**src/rtl/jk_ctrl_pkg.sv**
```systemverilog
// rtl/jk_ctrl_pkg.sv - shared opcodes and state encoding for the JK bank controller
package jk_ctrl_pkg;

   localparam logic [2:0] OP_HOLD   = 3'd0;
   localparam logic [2:0] OP_CLEAR  = 3'd1;
   localparam logic [2:0] OP_SET    = 3'd2;
   localparam logic [2:0] OP_TOGGLE = 3'd3;
   localparam logic [2:0] OP_LOAD   = 3'd4;
   localparam logic [2:0] OP_COUNT  = 3'd5;

   typedef enum logic [1:0] {
      S_IDLE  = 2'd0,
      S_EXEC  = 2'd1,
      S_COUNT = 2'd2,
      S_DONE  = 2'd3
   } state_t;

   function automatic logic op_is_illegal(input logic [2:0] op);
      return op > OP_COUNT;
   endfunction

endpackage

```
**src/rtl/jk_cell.sv**
```systemverilog
// rtl/jk_cell.sv - single JK flip-flop with asynchronous active-low clear
module jk_cell (
   input  logic clk,
   input  logic rst_n,
   input  logic j,
   input  logic k,
   output logic q
);

   always_ff @(posedge clk or negedge rst_n) begin
      if (!rst_n) begin
         q <= 1'b0;
      end else begin
         case ({j, k})
            2'b01:   q <= 1'b0;
            2'b10:   q <= 1'b1;
            2'b11:   q <= ~q;
            default: q <= q;
         endcase
      end
   end

endmodule

```
**src/rtl/jk_bank_ctrl.sv**
```systemverilog
// rtl/jk_bank_ctrl.sv - command-driven sequencer for a bank of JK flip-flops
module jk_bank_ctrl
   import jk_ctrl_pkg::*;
#(
   parameter int WIDTH = 4,
   parameter int CNT_W = 8
) (
   input  logic             clk,
   input  logic             rst_n,
   input  logic             cmd_valid,
   output logic             cmd_ready,
   input  logic [2:0]       cmd_op,
   input  logic [WIDTH-1:0] cmd_data,
   input  logic [CNT_W-1:0] cmd_len,
   output logic [WIDTH-1:0] q,
   output logic             busy,
   output logic             done,
   output logic             err
);

   state_t           state, state_nx;
   logic [2:0]       op_r;
   logic [WIDTH-1:0] data_r;
   logic [CNT_W-1:0] cnt;
   logic [WIDTH-1:0] j, k;
   logic             carry;
   logic             accept;

   assign accept    = cmd_valid && cmd_ready;
   assign cmd_ready = (state == S_IDLE);
   assign busy      = (state != S_IDLE);
   assign done      = (state == S_DONE);
   assign err       = done && op_is_illegal(op_r);

   always_ff @(posedge clk or negedge rst_n) begin
      if (!rst_n) begin
         state  <= S_IDLE;
         op_r   <= OP_HOLD;
         data_r <= '0;
         cnt    <= '0;
      end else begin
         state <= state_nx;
         if (accept) begin
            op_r   <= cmd_op;
            data_r <= cmd_data;
            cnt    <= cmd_len;
         end else if (state == S_COUNT) begin
            cnt <= cnt - CNT_W'(1);
         end
      end
   end

   always_comb begin
      state_nx = state;
      j        = '0;
      k        = '0;
      carry    = 1'b1;
      case (state)
         S_IDLE: begin
            if (accept) begin
               if (cmd_op == OP_COUNT)
                  state_nx = (cmd_len != '0) ? S_COUNT : S_DONE;
               else
                  state_nx = S_EXEC;
            end
         end
         S_EXEC: begin
            case (op_r)
               OP_CLEAR:  k = '1;
               OP_SET:    j = '1;
               OP_TOGGLE: begin
                  j = '1;
                  k = '1;
               end
               OP_LOAD: begin
                  j = data_r;
                  k = ~data_r;
               end
               default: ;
            endcase
            state_nx = S_DONE;
         end
         S_COUNT: begin
            // ripple-enable synchronous up-counter: bit i toggles when all lower bits are 1
            for (int i = 0; i < WIDTH; i++) begin
               j[i]  = carry;
               k[i]  = carry;
               carry = carry & q[i];
            end
            if (cnt == CNT_W'(1))
               state_nx = S_DONE;
         end
         S_DONE:  state_nx = S_IDLE;
         default: state_nx = S_IDLE;
      endcase
   end

   for (genvar g = 0; g < WIDTH; g++) begin : g_cell
      jk_cell u_cell (
         .clk   (clk),
         .rst_n (rst_n),
         .j     (j[g]),
         .k     (k[g]),
         .q     (q[g])
      );
   end

endmodule
```
**config.mk**
```make
export PLATFORM = sky130hd
export DESIGN_NAME = jk_bank_ctrl
export DESIGN_NICKNAME = d
export VERILOG_FILES = /design/src/rtl/jk_ctrl_pkg.sv /design/src/rtl/jk_cell.sv /design/src/rtl/jk_bank_ctrl.sv
export SDC_FILE = /design/constraint.sdc
export NUM_CORES = 1
export LEC_CHECK = 0
export CAP_MARGIN = 20
export CORE_ASPECT_RATIO = 1.25
export CORE_MARGIN = 8
export CORE_UTILIZATION = 35
export CTS_CLUSTER_DIAMETER = 200
export DETAILED_ROUTE_END_ITERATION = 10
export PLACE_DENSITY = 0.67
export SETUP_SLACK_MARGIN = 0.1
export SLEW_MARGIN = 20
export SYNTH_ARGS = -nofsm -noshare
export SYNTH_HDL_FRONTEND = slang
export SYNTH_HIERARCHICAL = 1
export SYNTH_SLANG_ARGS = --single-unit
```
**constraint.sdc**
```tcl
create_clock -name clk -period 3.8 [get_ports clk]
set_clock_uncertainty 0.15 [all_clocks]
set_input_delay 1.14 -clock clk [delete_from_list [all_inputs] [get_ports clk]]
set_output_delay 1.14 -clock clk [all_outputs]
set_load 0.02 [all_outputs]
```
==> results of run 1 <==
## metal layers
metal,global-route usage,routed length [µm],share of wire
met5,0,0,0
met4,0.06982,75,0.027
met3,0.03001,162,0.059
met2,0.1901,1415,0.52
met1,0.1175,1089,0.40
## worst min path at each step
| stage | from | to | slack [ns] | cells after the start |
|---|---|---|---|---|
| after floorplan | op_r[0] | op_r[0] | 0.35 | 1 |
| final | g_cell[3].u_cell/q | g_cell[3].u_cell/q | 0.32 | 1 |
| after detailed placement | g_cell[3].u_cell/q | g_cell[3].u_cell/q | 0.31 | 1 |
| after global placement | g_cell[3].u_cell/q | g_cell[3].u_cell/q | 0.31 | 1 |
| after CTS | g_cell[3].u_cell/q | g_cell[3].u_cell/q | 0.32 | 1 |
| after global routing | g_cell[3].u_cell/q | g_cell[3].u_cell/q | 0.34 | 1 |
## layout by cell type (no fill, tap or decap), drive strengths merged
| cell type | n |
|---|---|
| nor2 | 19 |
| nand4b | 1 |
| clkdlybuf4s50 | 25 |
| and2b | 2 |
| a31oi | 1 |
| mux2 | 10 |
| xnor2 | 4 |
| nand3b | 1 |
| nand2b | 1 |
| xor2 | 2 |
| dfrtp | 21 |
| ha | 6 |
| nor4b | 1 |
| o21ai | 9 |
| or3b | 1 |
| inv | 6 |
| nor4 | 4 |
| nand4 | 1 |
| a2bb2oi | 1 |
| a21oi | 21 |
| clkbuf | 3 |
| nand2 | 6 |
| clkinv | 2 |
| a21boi | 1 |
| and3 | 1 |
| nand3 | 2 |
## worst reg2reg max path, stage by stage (launching register included)
cell     delay (ns)
dfrtp_1        0.41
inv_1          0.09
ha_1           0.43
nor4b_2        0.43
nand2_1        0.12
xor2_1         0.15
a21oi_1        0.09
## flip-flops by register name (all words and copies together), names as in the netlist
register,flops
state,2
cnt,8
data_r,4
g_cell.u_cell/q,4
op_r,3
## cells by family after synthesis
logic type,Yosys count
xor gates and xnor gates,6
buffers and inverters,10
DFF,21
adders and majority gates,6
AOI/OAI and AO/OA,33
muxes,10
and+or+nand+nor,40
## cell type report
class | instances | area share
clock buffers | 3 | 0.02672
clock inverters | 1 | 0.003239
flip-flops and latches | 21 | 0.3401
well taps | 39 | 0.03158
multi-input cells | 95 | 0.4194
inverters | 7 | 0.01700
repair buffers | 25 | 0.1619
## through the flow
step	setup slack, ns	cells	util	power [mW]
3_3_place_gp	1.008	187	0.4417	1.053
5_1_grt	0.6770	191	0.4554	1.328
4_1_cts	0.7430	191	0.4554	1.229
6_report	0.7699	191	0.4554	1.215
3_5_place_dp	0.9762	187	0.4417	1.080
2_1_floorplan	1.530	126	-	0.8765
## power by group through the flow
stage	Clock, mW	Sequential, mW	Combinational, mW
after CTS	0.150	0.461	0.619
after global placement	0	0.455	0.599
final	0.145	0.461	0.609
after floorplan	0	0.461	0.415
after detailed placement	0	0.465	0.615
after global routing	0.162	0.481	0.685
==> results.txt, run 1 <==
* Setup Viol. Count Final: 0
- Number of flops mapped to enable cells by yosys: 0
* Cell-by-cell trace of the critical path: inv_1, ha_1, inv_1, clkdlybuf4s50_1
- The number of nets handed over by synthesis was 150.
- Data arrives at the worst endpoint at roughly 1.7 ns.
- Count of distinct cell types in the synthesized netlist: 29
* Worst IR drop on VDD: between 0.0005 and 0.0006 V
* Via count of the first global-routing pass: 1,056
* Multiplexer fraction of the synthesized cell area: 0.09278
- Deepest level of the CTS H-tree: 1
- The floorplan step defined a die boundary enclosing 5620 µm².
- The mapped netlist covers between 1000 and 1500 µm².
- The multi-input combinational cells in the finished layout cover a total of around 650 µm².
- Final cell area excluding filler cells: 1545 µm²
- The number of antenna diodes in the final layout is 0.
- Share of the synthesized area in compound gates (AO/OA/AOI/OAI): 0.1567
- By instance count, the cell type seen most on the critical path is inv_1.
- GRT overflow: 0
- Logic gate share of total power: 0.501
* Number of failing hold endpoints at the final stage: 0
- Initial antenna violation count: 0
- Of the total synthesized cell area, the portion taken by XOR and XNOR cells is 0.04330.
- RePlAce Congestion: approximately 0.8
- STA classifies the critical path endpoint as an output pin.
- Clock tree from TritonCTS: yes
- Net switching power of the design: approximately 500 µW
* Number of gates resized after cts: 0
- Area of placed instances: 1499 µm²
- Class of the tightest hold or removal check: reg2reg
- Later-pin clock latency in the skew report: 0.26 ns
- Setup repair after global routing left no endpoint under its margin.
- Counting buffers and inverters, the worst setup path is 4 cells deep.
- Among all stages on the critical path, the largest delay is contributed by clkdlybuf4s50_1.
- By area, the combinational part of the netlist is dominated by simple AND/OR/NAND/NOR gates.
- Hold slack final: ~0.32 ns
- Sequential cell area: about 530 µm²
- Area growth from synthesis to layout: 27.32%
* Post CTS Setup Buffer Count: 0
- Of the total power, registers draw 0.379.
- At the end of the flow, the number of nets in the layout was ~180.
- After clock tree synthesis, the clock-pin slew on the worst setup and hold paths is 0.08 ns.
- Detailed-route vias per instance: 5.168
- By count the netlist is led by 21 x a21oi_1, 21 x dfrtp_1, 19 x nor2_1.
- Adder-Cell Fraction of Synth Area: 0.06186
* Number of port buffers: 25
* Fraction of the mapped netlist area in simple logic gates: 0.1794
* Synth top area cells: dfrtp_1 43%, a21oi_1 8.7%, mux2_2 7.4%
- The synthesized design spends more area on one cell type than any other, namely dfrtp_1.
- The number of hold buffers added after CTS was 0.
* Power density of the placed cells: 786.4 nW/µm²
- The cell sitting at the root of the clock tree is a clkbuf_8.
- Overall global routing resource usage: 0.1115
- Headroom to the max-slew limit: 0.3638
- Measured slew at the worst slew-check pin: 0.9514 ns
* Post-Synthesis Cells: 126
- The setup path with the least slack is of type reg2out.
- Pin count of the biggest net entering global routing: 23
- Filler cells: ~340
- Avg Cell Area, Syn: 9.632 µm²
- The internal portion of the total power is 711.1 µW.
* IO Count: 26
- Number of flip-flops and latches in the synthesized netlist: 21
- Antenna-violating nets left: 0
- The smallest clock period supported by the final layout is computed as 3.030 ns.
- The kind of cell with the highest combined delay along the critical path is buffers and inverters.
- CTS saw 21 sinks.
- Cell leakage power: about 0.6 nW
* Required time reported for the critical path endpoint: 2.51 ns
- The flow ran to the end, and the final reports show no timing, DRC or antenna violations.
* Count of synthesis-stage warnings from yosys: 6
* First-pass GRT wire length: 4692 µm
- After detailed routing, the number of remaining DRC violations is 0.
* Worst stage delay on the critical path: 0.62 ns
- For the final routed database, the setup TNS stands at 0 ns.
- Wires add up to 2743 µm.
* Die height: 81.84 µm
* Share of the synthesized area in the top cell type: 0.4330
- Maximum operating frequency: between 300 and 400 MHz
- Hpwl dp: ~2200 µm
- Period utilization: 0.7974
- Effective utilization at floorplan: 0.3577
- FF-to-FF Start: state[0]
* Buf+Inv Stages, Crit Path: 3
- Detailed routing inserted a total of just under 1k vias.
- Of the total power, the share spent switching nets is 0.4148.
- RR Endpoint: cnt[7]
- Category of the worst setup path launch point: flop
- Proportion of power drawn by the clock network: 0.119
* Worst reg2reg path depth: 6
- In the synthesized netlist the async set-or-reset flop fraction comes to 1.000.
- Dividing the detail-routed wire length by the instance count gives 14.36 µm.
* Total number of placement rows: 24
* Largest buffer count on any clock path: 2
- Standard cell core area: 3393 µm²
* Most used DFF post-synth: dfrtp_1
* Inserted Clock Buffers: 3
* Max-slew violations: 0
- Number of violations of the max-capacitance limit: 0
- Fraction of layout cells with a size suffix above 1: 0.1184
- Worst R2R Setup Slack: 1.78 ns
* Seq/Total Area, Yosys: 0.4330
- The first detailed-routing pass took 4 iterations.
- For this block, the initial DRC count from the detailed router was 13.
- The critical path ends at busy.
- Along the worst path, the maximum fanout reaches 5.
* Worst Setup SP: state[0]
- The die is 68.67 µm wide.
Power figures use the tool's default switching activity.
==> run 2: changes to the inputs <==
PLACE_DENSITY = 0.69   (was 0.67)
clock period = 2.7 ns   (was 3.8 ns; I/O delays follow)
==> results.txt, run 2 (synthesis gave the netlist of run 1 again) <==
* Routed length per instance: 14.43 µm (+0.50%)
* Post-layout net count: 180 (+1.7%)
- Initial antenna violation count: 0 (unchanged)
- The number of search-and-repair iterations in the first detailed-routing pass was 4 (unchanged).
- Max-slew violations: 0 (unchanged)
- Number of failing hold endpoints at the final stage: 0 (unchanged)
* Setup TNS Final: 0 ns (unchanged)
* Largest registers: cnt (8), data_r (4), g_cell.u_cell/q (4)
- The tree is rooted in a clkbuf_8.
- Highest-count cells in the layout ignoring fill and taps: 22 x clkdlybuf4s50_1, 21 x a21oi_1, 21 x dfrtp_1
- Pin count of the biggest net entering global routing: 22 (-4.3%)
* RePlAce Congestion: 0.8575 (+5.0%)
* Vias post-DR: 1,016 (+2.9%)
- Total number of placement rows: 24 (unchanged)
* Crit path max fanout: 5 (unchanged)
* Required time reported for the critical path endpoint: 1.74 ns (-0.77 ns)
- The share of total power consumed by net switching was 0.4184 (+0.003596).
- Period utilization: 0.9064
- The tightest min-delay check is of the reg2reg type.
- STA classifies the critical path endpoint as an output pin.
- Overall global routing resource usage: 0.1092 (-0.002268)
* Standard cell core area: 3393 µm² (unchanged)
- Layout Cells excl Fill: 194 (+1.6%)
- Counting flops per register, the top entry is cnt.
- Inserted Clock Buffers: 3 (unchanged)
- The die outline width came to 68.67 µm (unchanged).
* Number of port buffers: 25 (unchanged)
- Worst IR drop on VDD: 0.0005807 V (+9.1%)
* Category of the worst setup path launch point: flop
* Measured slew at the worst slew-check pin: 0.4424 ns (-0.5090 ns)
- The cell area after layout came to 1564 µm² (+1.2%).
* Effective utilization at floorplan: 0.3577 (unchanged)
- The count of nets left with antenna violations after detail routing is 0 (unchanged).
- Maximum operating frequency: 408.6 MHz
- The combined flip-flop and latch cell area was 525.5 µm² (unchanged).
- The number of placed instances, taps included came to 190 (+1.6%).
* Arrival @ worst endpoint: 1.49 ns (-0.25 ns)
- The count of final setup violators came to 0 (unchanged).
* Internal power: 997.2 µW (+40%)
- Detailed-route vias per instance: 5.237 (+1.3%)
- The area of the die came to 5620 µm² (unchanged).
* Die height: 81.84 µm (unchanged)
- First-pass GRT wire length: 4747 µm (+1.2%)
- The slack of the worst reg-to-reg path was 0.65 ns (-1.13 ns).
* Number of violations of the max-capacitance limit: 0 (unchanged)
* Via count of the first global-routing pass: 1,092 (+3.4%)
- Area of combinational cells with multiple inputs: 648.1 µm² (unchanged)
* Run status: completed
- Deepest level of the CTS H-tree: 1 (unchanged)
* Setup Crit Path Kind: reg2out
* Most frequent standard cell in the layout excluding fill and tap cells: clkdlybuf4s50_1
- Later-pin clock latency in the skew report: 0.26 ns (about the same)
- The worst max-slew margin expressed relative to the limit is 0.7043 (+0.3405).
* Area growth from synthesis to layout: 28.87%
- DR iter-0 viols: 42 (+29)
- The flip-flop count of the largest register, all copies and words added is 8 (unchanged).
- Hold buffer count at cts: 0 (unchanged)
- Clock tree from TritonCTS: yes
- The switching component of the power came to 717.4 µW (+42%).
- Number of sinks driven by the clock tree: 21 (unchanged)
- Logic gate share of total power: 0.502 (about the same)
- Remaining design rule violation count: 0 (unchanged)
- Fraction of layout cells with a size suffix above 1: 0.1355 (+0.01706)
* IO Count: 26 (unchanged)
- Setup repair after global routing left no endpoint under its margin.
- The antenna cell count was 0 (unchanged).
- Power density of the placed cells: 1096 nW/µm² (+39%)
- Largest buffer count on any clock path: 2 (unchanged)
- The HPWL reported at the end of detailed placement is 2227 µm (+1.3%).
- The relative contribution of the clock network to total power was 0.121 (+0.002).
- Cell leakage power: 0.6375 nW (+3.3%)
- The filler cell count in the final layout was 356 (+4.4%).
* Reg clk slew, reported paths: 0.08 ns (about the same)
* Routed Wire Length: 2800 µm (+2.1%)
- GRT overflow: 0 (unchanged)
* Sequential group share of total power: 0.378 (about the same)
- Clock period minus worst slack: 2.447 ns
- The cell area reported after detailed placement came to 1521 µm² (+1.5%).
-- run 2: power by group through the flow --
stage	clock network (mW)	logic (mW)	registers, mW
global placement	0	0.849	0.634
global route	0.229	0.951	0.681
detailed placement	0	0.880	0.654
floorplan	0	0.585	0.649
CTS	0.214	0.870	0.649
finish	0.207	0.860	0.648
-- run 2: repair_timing --
item / CTS / global route
endpoints found under the setup margin: 3 / 0
resized for setup: 3 / 0
setup buffers: 0 / 0
-- run 2: cell type report --
cell class	count	area share
clock buffers	3	0.02640
clock inverters	1	0.003200
inverters	7	0.01680
multi-input cells	95	0.4144
flip-flops and latches	21	0.3360
well taps	39	0.03120
repair buffers	28	0.1720
-- run 2: routing by layer --
metal / vias up / global-route usage / share of wire
li1: 496 / - / -
met1: 478 / 0.1262 / 0.42
met2: 32 / 0.1836 / 0.50
met3: 10 / 0.02592 / 0.059
met4: 0 / 0.05133 / 0.024
met5: - / 0 / 0
-- run 2: final timing paths --
check	start	end	depth (start not counted)
setup / recovery	state[0]	busy	4
hold / removal	g_cell[3].u_cell/q	g_cell[3].u_cell/q	1
setup reg to reg	state[0]	cnt[7]	6
hold reg to reg	g_cell[3].u_cell/q	g_cell[3].u_cell/q	1
max in group asynchronous	rst_n	state[1]	2
min in group asynchronous	rst_n	g_cell[3].u_cell/q	2
-- run 2: per-stage QoR --
stage	hold slack, ns	util	setup slack (ns)	power [mW]
final	0.3198	0.4609	0.2528	1.715
after global routing	0.3333	0.4609	0.1388	1.861
after CTS	0.3244	0.4609	0.2348	1.733
after detailed placement	0.3123	0.4484	0.2700	1.534
after global placement	0.3102	0.4484	0.3289	1.483
after floorplan	0.3473	-	0.7598	1.234
-- run 2: critical path, stage by stage, from the launching register on --
cell and delay, ns:
dfrtp_1 0.41, inv_1 0.08, ha_1 0.25, inv_1 0.13, dlygate4sd2_1 0.35
==> run 3: changes to the inputs <==
MAX_ROUTING_LAYER = met4   (was default)
==> results.txt, run 3 (synthesis gave the netlist of run 1 again) <==
- The number of ports placed on the die boundary came to 26 (unchanged).
- The number of rows in the core area came to 24 (unchanged).
* Post-route worst setup slack: 0.2528 ns (unchanged)
* Layout Cells excl Fill: 194 (unchanged)
- The area added between synthesis and finish came to 28.87% (unchanged).
- Maximum operating frequency: 408.6 MHz (unchanged)
- Period utilization: 0.9064 (unchanged)
* First-pass GRT wire length: 4747 µm (unchanged)
- Hpwl dp: 2227 µm (unchanged)
- The worst max-slew margin expressed relative to the limit came to 0.7043 (unchanged).
* Run status: completed
* Number of violations of the max-capacitance limit: 0 (unchanged)
- # diodes: 0 (unchanged)
- RePlAce Congestion: 0.8711 (+1.6%)
* Effective utilization at floorplan: 0.3577 (unchanged)
- STA classifies the critical path startpoint as a flop.
- Largest buffer count on any clock path: 2 (unchanged)
- The worst setup slack after placement is 0.2700 ns (unchanged).
* Overall global routing resource usage: 0.1125 (+0.003227)
- The largest registers in the layout are cnt (8), data_r (4), g_cell.u_cell/q (4).
- The die outline width was 68.67 µm (unchanged).
- The cell count of the worst reg-to-reg path is 6 (unchanged).
- DR iter-0 viols: 46 (+9.5%)
* Power density of the placed cells: 1096 nW/µm² (about the same)
- Via count of the first global-routing pass: 1,092 (unchanged)
* Post CTS Setup Buffer Count: 0 (unchanged)
- The cell area after layout came to 1564 µm² (unchanged).
- Die height: 81.84 µm (unchanged)
- Number of failing hold endpoints at the final stage: 0 (unchanged)
- The number of placed instances, taps included came to 190 (unchanged).
- The port buffer count was 25 (unchanged).
- The final total negative setup slack came to 0 ns (unchanged).
- The count of vias placed by the detailed router is 1,016 (unchanged).
* Routed length per instance: 14.43 µm (unchanged)
* Cell leakage power: 0.6375 nW (unchanged)
- Crit path max fanout: 5 (unchanged)
- Initial antenna violation count: 0 (unchanged)
- Buffer cell driving the clock tree root: clkbuf_8
- Clock period minus worst slack: 2.447 ns (unchanged)
- The total number of clock tree sinks was 21 (unchanged).
* Setup repair after global routing missed its margin: no
- Routed Wire Length: 2800 µm (unchanged)
- The library cell used most frequently in the layout, excluding fill and tap cells, is clkdlybuf4s50_1.
- The detailed-route DRC error count is 0 (unchanged).
- Arrival @ worst endpoint: 1.49 ns (about the same)
- Class of the tightest hold or removal check: reg2reg
* Hold buffer count at cts: 0 (unchanged)
* Pin count of the biggest net entering global routing: 22 (unchanged)
- Required time reported for the critical path endpoint: 1.74 ns (about the same)
- TritonCTS built the clock tree.
* Measured slew at the worst slew-check pin: 0.4424 ns (unchanged)
- First drt pass iteration count: 4 (unchanged)
- Final core occ: 0.4609 (unchanged)
* Antenna-violating nets left: 0 (unchanged)
- GRT overflow: 0 (unchanged)
* Standard cell core area: 3393 µm² (unchanged)
* Overall power after layout: 1.715 mW (about the same)
* Later-pin clock latency in the skew report: 0.26 ns (about the same)
- Deepest level of the CTS H-tree: 1 (unchanged)
- STA classifies the critical path endpoint as an output pin.
* Highest-count cells in the layout ignoring fill and taps: 22 x clkdlybuf4s50_1, 21 x a21oi_1, 21 x dfrtp_1
- Counting flops per register, the top entry is cnt.
- Flip-flop count of the largest register after layout: 8 (unchanged)
* WHS Path Cells: 1 (unchanged)
* Max-slew violations: 0 (unchanged)
- Area of placed instances: 1521 µm² (unchanged)
- The smallest hold slack came to 0.3198 ns (unchanged).
- Reg clk slew, reported paths: 0.08 ns (about the same)
* Fraction of layout cells with a size suffix above 1: 0.1355 (unchanged)
- The count of final setup violators was 0 (unchanged).
* Post-layout net count: 180 (unchanged)
- The number of buffers created by CTS was 3 (unchanged).
* Worst IR drop on VDD: 0.0005807 V (unchanged)
- The post-detailed-route via-to-cell ratio is 5.237 (unchanged).
- Setup Crit Path Kind: reg2out
- The area of the die came to 5620 µm² (unchanged).
## run 3: cell counts in the layout (fill, tap and decap cells not counted)
No cell type changed its count.
## run 3: path summary, 6_finish.rpt
kind                                    start                 end  slack [ns]
max reg2reg                          state[0]              cnt[7]        0.65
min reg2reg                g_cell[3].u_cell/q  g_cell[3].u_cell/q        0.32
max in group asynchronous               rst_n            state[1]        1.44
min                        g_cell[3].u_cell/q  g_cell[3].u_cell/q        0.32
max                                  state[0]                busy        0.25
min in group asynchronous               rst_n  g_cell[3].u_cell/q        0.73
## run 3: layout make-up
class,instances,area [µm²]
clock buffer,3,41.29
inverter,7,26.28
sequential,21,525.5
clock inverter,1,5.005
tap,39,48.80
timing repair buffer,28,269.0
fill,356,1829
multi-input combinational,95,648.1
## run 3: critical path, stage by stage, from the launching register on
cell	delay, ns
dfrtp_1	0.41
inv_1	0.08
ha_1	0.25
inv_1	0.13
dlygate4sd2_1	0.35
## run 3: per-layer routing
layer,share of wire,track usage,vias up
met3,0.057,0.02456,10
met5,0,-,-
met1,0.42,0.1270,478
met4,0.024,0.05133,0
met2,0.50,0.1836,32
li1,-,-,496
## run 3: report_power, final
group	internal [mW]	switching (mW)	total, mW
clock	0.103	0.104	0.207
sequential	0.477	0.171	0.648
combinational	0.417	0.443	0.860
## run 3: what timing repair did
action	4_1_cts	5_1_grt
resized for setup	3	0
endpoints found under the setup margin	3	0
hold endpoints to repair	0	0
